**config.mk**
```make
export PLATFORM = sky130hd
export DESIGN_NAME = ffnn_output_layer
export DESIGN_NICKNAME = d
export VERILOG_FILES = /design/src/rtl/ffnn_pkg.sv /design/src/rtl/ffnn_mac.sv /design/src/rtl/ffnn_output_layer.sv
export SDC_FILE = /design/constraint.sdc
export NUM_CORES = 1
export LEC_CHECK = 0
export ABC_AREA = 1
export CAP_MARGIN = 30
export CORE_ASPECT_RATIO = 1.5
export CORE_UTILIZATION = 30
export DETAILED_ROUTE_END_ITERATION = 12
export SLEW_MARGIN = 20
export SYNTH_ARGS = -nofsm -noshare
export SYNTH_HDL_FRONTEND = slang
export SYNTH_SLANG_ARGS = --single-unit
```
**constraint.sdc**
```tcl
create_clock -name clk -period 7.75 [get_ports clk]
set_input_delay 1.55 -clock clk [delete_from_list [all_inputs] [get_ports clk]]
set_output_delay 1.55 -clock clk [all_outputs]
set_load 0.01 [all_outputs]
```
**src/rtl/ffnn_pkg.sv**
```systemverilog
// rtl/ffnn_pkg.sv - shared constants, FSM states and ReLU/saturation helper for the ffnn layers
package ffnn_pkg;

   localparam int DW   = 8;
   localparam int ACCW = 18;

   typedef enum logic [1:0] {
      IDLE = 2'd0,
      MAC  = 2'd1,
      DONE = 2'd2
   } state_e;

   // Negative sums clamp to zero, large sums clamp to max_v, everything else passes the low DW bits.
   function automatic logic [DW-1:0] relu_sat(input logic signed [ACCW-1:0] r,
                                              input logic signed [ACCW-1:0] max_v);
      logic [DW-1:0] res;
      if (r < 0) begin
         res = '0;
      end else if (r > max_v) begin
         res = max_v[DW-1:0];
      end else begin
         res = r[DW-1:0];
      end
      return res;
   endfunction

endpackage

```
**src/rtl/ffnn_mac.sv**
```systemverilog
// rtl/ffnn_mac.sv - signed DW x DW multiply-accumulate with bias load
module ffnn_mac #(
   parameter int DW   = 8,
   parameter int ACCW = 18
) (
   input  logic                   clk,
   input  logic                   rst_n,
   input  logic                   load_i,
   input  logic signed [DW-1:0]   bias_i,
   input  logic                   acc_en_i,
   input  logic signed [DW-1:0]   a_i,
   input  logic signed [DW-1:0]   b_i,
   output logic signed [ACCW-1:0] sum_o
);

   logic signed [2*DW-1:0] prod;
   logic signed [ACCW-1:0] acc_q, acc_d;

   assign prod  = a_i * b_i;
   assign sum_o = acc_q + ACCW'(prod);

   // A bias load wins over accumulation so the last MAC of one neuron can seed the next.
   always_comb begin
      acc_d = acc_q;
      if (load_i) begin
         acc_d = ACCW'(bias_i);
      end else if (acc_en_i) begin
         acc_d = sum_o;
      end
   end

   always_ff @(posedge clk or negedge rst_n) begin
      if (!rst_n) begin
         acc_q <= '0;
      end else begin
         acc_q <= acc_d;
      end
   end

endmodule

```
**src/rtl/ffnn_output_layer.sv**
```systemverilog
// rtl/ffnn_output_layer.sv - two-neuron output layer on one shared MAC with ReLU, saturation and argmax
module ffnn_output_layer #(
   parameter int DW      = 8,
   parameter int ACCW    = 18,
   parameter int OUT_MAX = 127
) (
   input  logic                 clk,
   input  logic                 rst_n,
   input  logic                 in_valid,
   output logic                 in_ready,
   input  logic signed [DW-1:0] h0,
   input  logic signed [DW-1:0] h1,
   input  logic signed [DW-1:0] h2,
   input  logic signed [DW-1:0] h0w0,
   input  logic signed [DW-1:0] h1w0,
   input  logic signed [DW-1:0] h2w0,
   input  logic signed [DW-1:0] h0w1,
   input  logic signed [DW-1:0] h1w1,
   input  logic signed [DW-1:0] h2w1,
   input  logic signed [DW-1:0] o0b,
   input  logic signed [DW-1:0] o1b,
   output logic                 out_valid,
   input  logic                 out_ready,
   output logic [DW-1:0]        o0,
   output logic [DW-1:0]        o1,
   output logic                 cls
);

   import ffnn_pkg::*;

   localparam logic signed [ACCW-1:0] OUT_MAX_A = ACCW'(OUT_MAX);

   state_e                 state_q, state_d;
   logic [1:0]             k_q, k_d;
   logic                   n_q, n_d;
   logic signed [DW-1:0]   h_q  [3], h_d  [3];
   logic signed [DW-1:0]   w0_q [3], w0_d [3];
   logic signed [DW-1:0]   w1_q [3], w1_d [3];
   logic signed [DW-1:0]   o1b_q, o1b_d;
   logic [DW-1:0]          o0_q, o0_d, o1_q, o1_d;
   logic                   cls_q, cls_d;
   logic                   out_valid_q, out_valid_d;

   logic                   mac_load, mac_acc;
   logic signed [DW-1:0]   mac_bias, h_sel, w_sel;
   logic signed [ACCW-1:0] mac_sum;
   logic [DW-1:0]          o_res;

   ffnn_mac #(.DW(DW), .ACCW(ACCW)) u_mac (
      .clk      (clk),
      .rst_n    (rst_n),
      .load_i   (mac_load),
      .bias_i   (mac_bias),
      .acc_en_i (mac_acc),
      .a_i      (h_sel),
      .b_i      (w_sel),
      .sum_o    (mac_sum)
   );

   always_comb begin
      h_sel = h_q[2];
      w_sel = n_q ? w1_q[2] : w0_q[2];
      if (k_q == 2'd0) begin
         h_sel = h_q[0];
         w_sel = n_q ? w1_q[0] : w0_q[0];
      end else if (k_q == 2'd1) begin
         h_sel = h_q[1];
         w_sel = n_q ? w1_q[1] : w0_q[1];
      end
   end

   assign o_res = relu_sat(mac_sum, OUT_MAX_A);

   always_comb begin
      state_d     = state_q;
      k_d         = k_q;
      n_d         = n_q;
      h_d         = h_q;
      w0_d        = w0_q;
      w1_d        = w1_q;
      o1b_d       = o1b_q;
      o0_d        = o0_q;
      o1_d        = o1_q;
      cls_d       = cls_q;
      out_valid_d = out_valid_q;
      mac_load    = 1'b0;
      mac_acc     = 1'b0;
      mac_bias    = o1b_q;
      case (state_q)
         IDLE: begin
            if (in_valid) begin
               h_d      = '{h0, h1, h2};
               w0_d     = '{h0w0, h1w0, h2w0};
               w1_d     = '{h0w1, h1w1, h2w1};
               o1b_d    = o1b;
               mac_load = 1'b1;
               mac_bias = o0b;
               k_d      = 2'd0;
               n_d      = 1'b0;
               state_d  = MAC;
            end
         end
         MAC: begin
            mac_acc = 1'b1;
            k_d     = k_q + 2'd1;
            if (k_q == 2'd2) begin
               k_d = 2'd0;
               if (!n_q) begin
                  o0_d     = o_res;
                  mac_load = 1'b1;
                  n_d      = 1'b1;
               end else begin
                  o1_d        = o_res;
                  cls_d       = (o_res > o0_q);
                  out_valid_d = 1'b1;
                  state_d     = DONE;
               end
            end
         end
         DONE: begin
            if (out_ready) begin
               out_valid_d = 1'b0;
               state_d     = IDLE;
            end
         end
         default: state_d = IDLE;
      endcase
   end

   always_ff @(posedge clk or negedge rst_n) begin
      if (!rst_n) begin
         state_q     <= IDLE;
         k_q         <= '0;
         n_q         <= 1'b0;
         h_q         <= '{default: '0};
         w0_q        <= '{default: '0};
         w1_q        <= '{default: '0};
         o1b_q       <= '0;
         o0_q        <= '0;
         o1_q        <= '0;
         cls_q       <= 1'b0;
         out_valid_q <= 1'b0;
      end else begin
         state_q     <= state_d;
         k_q         <= k_d;
         n_q         <= n_d;
         h_q         <= h_d;
         w0_q        <= w0_d;
         w1_q        <= w1_d;
         o1b_q       <= o1b_d;
         o0_q        <= o0_d;
         o1_q        <= o1_d;
         cls_q       <= cls_d;
         out_valid_q <= out_valid_d;
      end
   end

   assign in_ready  = (state_q == IDLE);
   assign out_valid = out_valid_q;
   assign o0        = o0_q;
   assign o1        = o1_q;
   assign cls       = cls_q;

endmodule

```
==> After elaboration in Yosys (flattened, before gate mapping) <==
Cells that the tools add are included.
{ "word_totals": {"register_bits": 121, "inputBits": 92, "output_inout_bits": 19, "wordCells": 78} }
{ "op_classes": {"addsub": 2, "n_mul": 1, "order_cmp": 3, "eq_ne": 8, "mux": 33, "bitwise_logic": 1, "reduce_logical": 12} }
{ "ops": {"columns": ["cell", "n"], "rows": [
  ["$mux W8", 11],
  ["$mux W18", 2],
  ["$add A18 B16 Y18", 1],
  ["$gt A18 B8 Y1 const B", 1],
  ["$lt A18 B1 Y1 const B", 1],
  ["$mul A8 B8 Y16", 1],
  ["$mux W2", 6],
  ["$mux W1", 9],
  ["$reduce_and A3 Y1", 3],
  ["$gt A8 B8 Y1", 1],
  ["$ne A2 B2 Y1 const B", 4],
  ["$reduce_and A4 Y1", 2],
  ["$pmux W1 S2", 3],
  ["$pmux W2 S3", 1],
  ["$reduce_bool A2 Y1", 3],
  ["$eq A2 B1 Y1 const B", 2],
  ["$eq A2 B2 Y1 const B", 2],
  ["$logic_not A2 Y1", 2],
  ["$pmux W2 S2", 1],
  ["$reduce_and A2 Y1", 2],
  ["$add A2 B1 Y2 const B", 1],
  ["$not A1 Y1", 1]
]} }

==> Depth between registers and ports, before layout <==
{ "logic_depth": {"depth_word": 9, "depth_mapped": 37, "ltp_nobuf": 36} }

==> Modules after synthesis <==
A second synthesis with hierarchy kept.
{ "hier_totals": {"cells_unflattened": 1180, "hier_area_um2": 9231.4} }
{ "modules_own_cells": {"columns": ["module", "n_inst", "cells_per_inst", "area_per_inst_um2", "seq_area_each_um2"], "rows": [
  ["ffnn_output_layer", 1, 645, 4963.5, 2577.5],
  ["ffnn_mac", 1, 535, 4267.8, 450.4]
]} }

==> Worst setup path after synthesis <==
No wires, ideal clock.
{ "synth_path": {"path_kind": "register to register", "from": "register n_q", "to": "register cls_q (netlist: cls)", "setup_ns": 0.126, "arrival_ns": 6.204, "required_ns": 7.624, "slack_ns": 1.420, "stages_incl_launch_ff": 29, "path_buffers": 2, "period_less_slack_ns": 6.330, "path_cell_list": "dfrtp_1 > clkbuf_1 > inv_1 > clkbuf_1 > nor2_1 > o221ai_2 > nand2_1 > fa_1 > fa_1 > inv_1 > fa_1 > fa_1 > fa_1 > ha_1 > a21oi_2 > nand2_2 > nand2_2 > nand2_2 > a21oi_1 > xor2_2 > nand4_1 > inv_1 > nor2_1 > ha_1 > nand2_1 > nor3_1 > nand3_1 > nand2_1 > o21ai_0"} }
{ "synth_between": {"elab_chain_len": 9, "elab_cells_between_ends": 13, "cone_classes": "add/sub (1); mul (1); order compare (3); mux (7); reduce/logical (1)"} }
{ "synth_lines": {"columns": ["element", "line", "source"], "rows": [
  ["start: declaration", "ffnn_output_layer.sv:35", "logic n_q, n_d;"],
  ["start signal: assignment", "ffnn_output_layer.sv:146", "n_q <= n_d;"],
  ["$mux W8, on equally long branches", "ffnn_output_layer.sv:62, ffnn_output_layer.sv:68", null],
  ["$mux W8", "ffnn_output_layer.sv:66", "end else if (k_q == 2'd1) begin"],
  ["$mux W8 (*)", "ffnn_output_layer.sv:63", "if (k_q == 2'd0) begin"],
  ["$mul A8 B8 Y16 (*)", "ffnn_mac.sv:19", "assign prod = a_i * b_i;"],
  ["$add A18 B16 Y18 (*)", "ffnn_mac.sv:20", "assign sum_o = acc_q + ACCW'(prod);"],
  ["$gt A18 B8 Y1", "ffnn_pkg.sv:19", "end else if (r > max_v) begin"],
  ["$mux W8", "ffnn_pkg.sv:19", null],
  ["$mux W8 (*)", "ffnn_pkg.sv:17", "if (r < 0) begin"],
  ["net o_res[3]", "ffnn_output_layer.sv:47", "logic [DW-1:0] o_res;"],
  ["$gt A8 B8 Y1 (*)", "ffnn_output_layer.sv:114", "cls_d = (o_res > o0_q);"],
  ["end signal: assignment", "ffnn_output_layer.sv:153", "cls_q <= cls_d;"],
  ["end: declaration", "ffnn_output_layer.sv:41", "logic cls_q, cls_d;"]
]} }
Mark *: on every way through the listed nets, which the timed path passes. The rest lies on a longest branch.
A chain may end at the register's enable or synchronous reset.

==> Final worst setup path <==
{ "layout_path": {"from": "register k_q[1]", "to": "register cls_q (netlist: cls)"} }
{ "layout_between": {"elab_chain_len": 9, "elab_cells_between_ends": 15, "cone_classes": "add/sub (1); mul (1); order compare (3); eq/ne (2); mux (6); reduce/logical (2)"} }
{ "layout_lines": {"columns": ["element", "line", "source"], "rows": [
  ["start: declaration", "ffnn_output_layer.sv:34", "logic [1:0] k_q, k_d;"],
  ["start signal: assignment", "ffnn_output_layer.sv:145", "k_q <= k_d;"],
  ["$eq A2 B1 Y1", "ffnn_output_layer.sv:66", null],
  ["$mux W8", "ffnn_output_layer.sv:66", null],
  ["$mux W8", "ffnn_output_layer.sv:63", null],
  ["$mul A8 B8 Y16 (*)", "ffnn_mac.sv:19", null],
  ["$add A18 B16 Y18 (*)", "ffnn_mac.sv:20", null],
  ["$gt A18 B8 Y1", "ffnn_pkg.sv:19", null],
  ["$mux W8", "ffnn_pkg.sv:19", null],
  ["$mux W8 (*)", "ffnn_pkg.sv:17", null],
  ["net o_res[5]", "ffnn_output_layer.sv:47", null],
  ["$gt A8 B8 Y1 (*)", "ffnn_output_layer.sv:114", null]
]} }
Marks and branches as above.

==> key figures <==
Status
  • Status: finished, final reports clean

Worst setup path
  • R2r setup slk: roughly 0.56 ns
  • Crit-path max cell delay: 0.52 ns
  • Worst reg2reg endpoint: cls
  • Max FO, Critical Path: 10
  • Crit path DAT: 7.49 ns
  • Critical-path top delay cell: fa_1
  • Kind of critical path: flop to flop
  • Reg-to-reg critical path startpoint: k_q[1]
  • Critical Path Source Type: flop
  • Worst setup endpoint: cls
  • Worst path required time: about 8.1 ns
  • Setup crit start: k_q[1]
  • Setup crit end kind: flop
  • Path depth of the worst reg2reg path: 29

Finish
  • Filler cells: 3030
  • Share of layout cells above drive strength 1: 0.06459
  • Area Overhead vs Synth: 25.46%
  • Final net count: around 1500
  • Ant diodes: 0

Drt
  • DR vias/cell: approximately 4.6
  • Post-detailed-route DRC marker count: 0
  • Router iterations before antenna repair: 5
  • DR WL/cell: 15.43 um
  • Post-Route WL: 25.45 mm
  • Initial DRC count: 350
  • Routed via count: 7524
  • Antenna-violating nets left: 0

STA
  • Post-layout min period: around 7.2 ns
  • Clock skew: 0.01422 ns
  • Final Cycle Share: 0.9272
  • Slew headroom: 0.4223
  • Final setup violation count: 0
  • Fmax: about 140 MHz
  • Pins Over Slew Limit: 0
  • Setup TNS: 0 ns
  • RSZ-0062 raised after global routing: false
  • Slew @ Worst Pin: about 0.86 ns
  • Final count of hold timing violations: 0

Logic synthesis
  • Distinct cells, synth: 44
  • Synthesized instance count: 1124
  • Ys Warns: 0
  • Synth area leaders: dfrtp_1 33%, fa_1 18%, nand2_1 16%
  • Register area share after synthesis: 0.3348
  • Commonest cells post-synth: 393 x nand2_1, 190 x inv_1, 121 x dfrtp_1
  • Number of synthesized flops with an enable pin: 0
  • Mean Syn Cell Area: between 8 and 9 um2
  • Main flop type after synthesis: dfrtp_1
  • Most numerous cell in the Yosys netlist: nand2_1
  • Cell taking the most area after synthesis: dfrtp_1
  • Synth top area share: 0.3348
  • Synth Register Bits: 121
  • Synthesized net count: 1346
  • Synthesized area: around 9000 um2
  • Ys async rst share: 1.000

Clock network
  • Clk sinks: around 120
  • Clock transition at the registers of the reported paths: about 0.06 ns
  • Clock buffer depth: 2
  • CTS buffer count: 17
  • # H-tree levels: 4
  • CTS Hold Bufs: 0
  • CTS tree: built
  • CTS Root Cell: clkbuf_16
  • Gates resized, CTS repair: 0
  • Clk Latency, worst-skew pair: 0.44 ns
  • Postcts setup bufs: 0

Floorplan
  • Die ar.: approximately 31000 um2
  • Row count: a little under 80
  • Starting Density: 0.3058
  • Die Y: between 200 and 250 um
  • I/O pin count: approximately 110
  • Core area: 29580 um2
  • Die Wd: 143.8 um

Global routing
  • Initial antenna violation count: 0
  • Largest net degree at the start of global routing: a little under 90
  • Total grt overflow: 0
  • Total Routing Usage GR: 0.1812
  • Number of global-route vias before repair: 8089
  • Global-route wire length before repair: 42.36 mm

Place
  • Hpwl dp: between 20 and 25 mm
  • GPL Wtd Cong: a little under 0.9
  • Port Buf Inserts: 110

Job
  • Max_cap viols: 0

Min path
  • Hold WC Path Type: flop to flop
==> per-stage QoR <==
stage	std cells	util	worst slack, ns	hold WS, ns	instance area, um2
finish	1649	0.3836	0.5639	0.4760	11350
floorplan	1124	-	1.420	0.4384	9044
detailed placement	1616	0.3606	0.5266	0.4601	10670
global placement	1615	0.3604	0.7549	0.4610	10660
global route	1649	0.3836	0.01282	0.4956	11350
CTS	1648	0.3827	0.5096	0.4759	11320
==> sequential cells by signal, summed over array words and instances (netlist names), 2 cells and up <==
signal,flops
u_mac.acc_q,18
o0,8
w1_q,24
h_q,24
k_q,2
o1b_q,8
w0_q,24
state_q,2
o1,8
==> routing by layer <==
metal  wire [um]  GRT usage
met4         557    0.06631
met3         605    0.02099
met2       14110     0.3350
met5           0          0
met1       10180     0.2100
==> worst min path at each step <==
stage                     depth (start not counted)  slack (ns)        to  startpoint
after floorplan                                   2        0.44  o1b_q[0]    o1b_q[0]
after global placement                            2        0.46   w1_q[8]     w1_q[8]
after detailed placement                          2        0.46   w1_q[8]     w1_q[8]
after CTS                                         2        0.48   w1_q[8]     w1_q[8]
after global routing                              2        0.50  w1_q[12]    w1_q[12]
final                                             2        0.48   w1_q[8]     w1_q[8]
==> cell usage in the layout (no fill, tap or decap), drive strengths merged <==
master           n
inv            194
o221ai           6
nand3b           3
nor3             3
xor2             6
o21ai           47
o211ai           1
nand4           12
a211oi           1
nor2            68
a221oi           8
clkbuf          18
a22oi            5
clkdlybuf4s50  109
clkinvlp         1
o22ai            1
or2              4
fa              80
dfrtp          121
and2             1
a21oi           15
bufinv           5
xnor2            5
o21bai           2
conb             1
ha              50
a31oi            3
clkinv           9
a2bb2oi          9
nand2          399
buf             22
nand3           44
a311oi           1
==> kinds of logic after synthesis <==
kind of cell	Yosys count	share of synthesized area
AOI/OAI and AO/OA	99	0.06973
xor gates and xnor gates	11	0.01231
adders and majority gates	130	0.2463
buffers and inverters	228	0.09643
DFF	121	0.3348
other	1	0.0004147
and+or+nand+nor	534	0.2400
==> layout make-up <==
cell class	instances	area [um2]	share of cell area
Tap cell	395	494.2	0.04356
Inverter	195	732.0	0.06451
Clock inverter	14	222.7	0.01963
Timing Repair Buffer	131	1289	0.1136
Clock buffer	18	429.2	0.03783
Multi-Input combinational cell	775	5151	0.4540
Sequential cell	121	3028	0.2669
==> critical path, delay by kind of cell, from the launching register on <==
family / cells / cell delay [ns]
buffers and inverters: 4 / 0.76
flip-flops: 1 / 0.42
AO/OA/AOI/OAI: 6 / 0.98
AND/OR/NAND/NOR: 12 / 2.07
adder cells (fa/ha/maj): 7 / 2.79
Power is not shown: default switching activity piles up to over one toggle a cycle in this logic, so the estimate is an artifact.
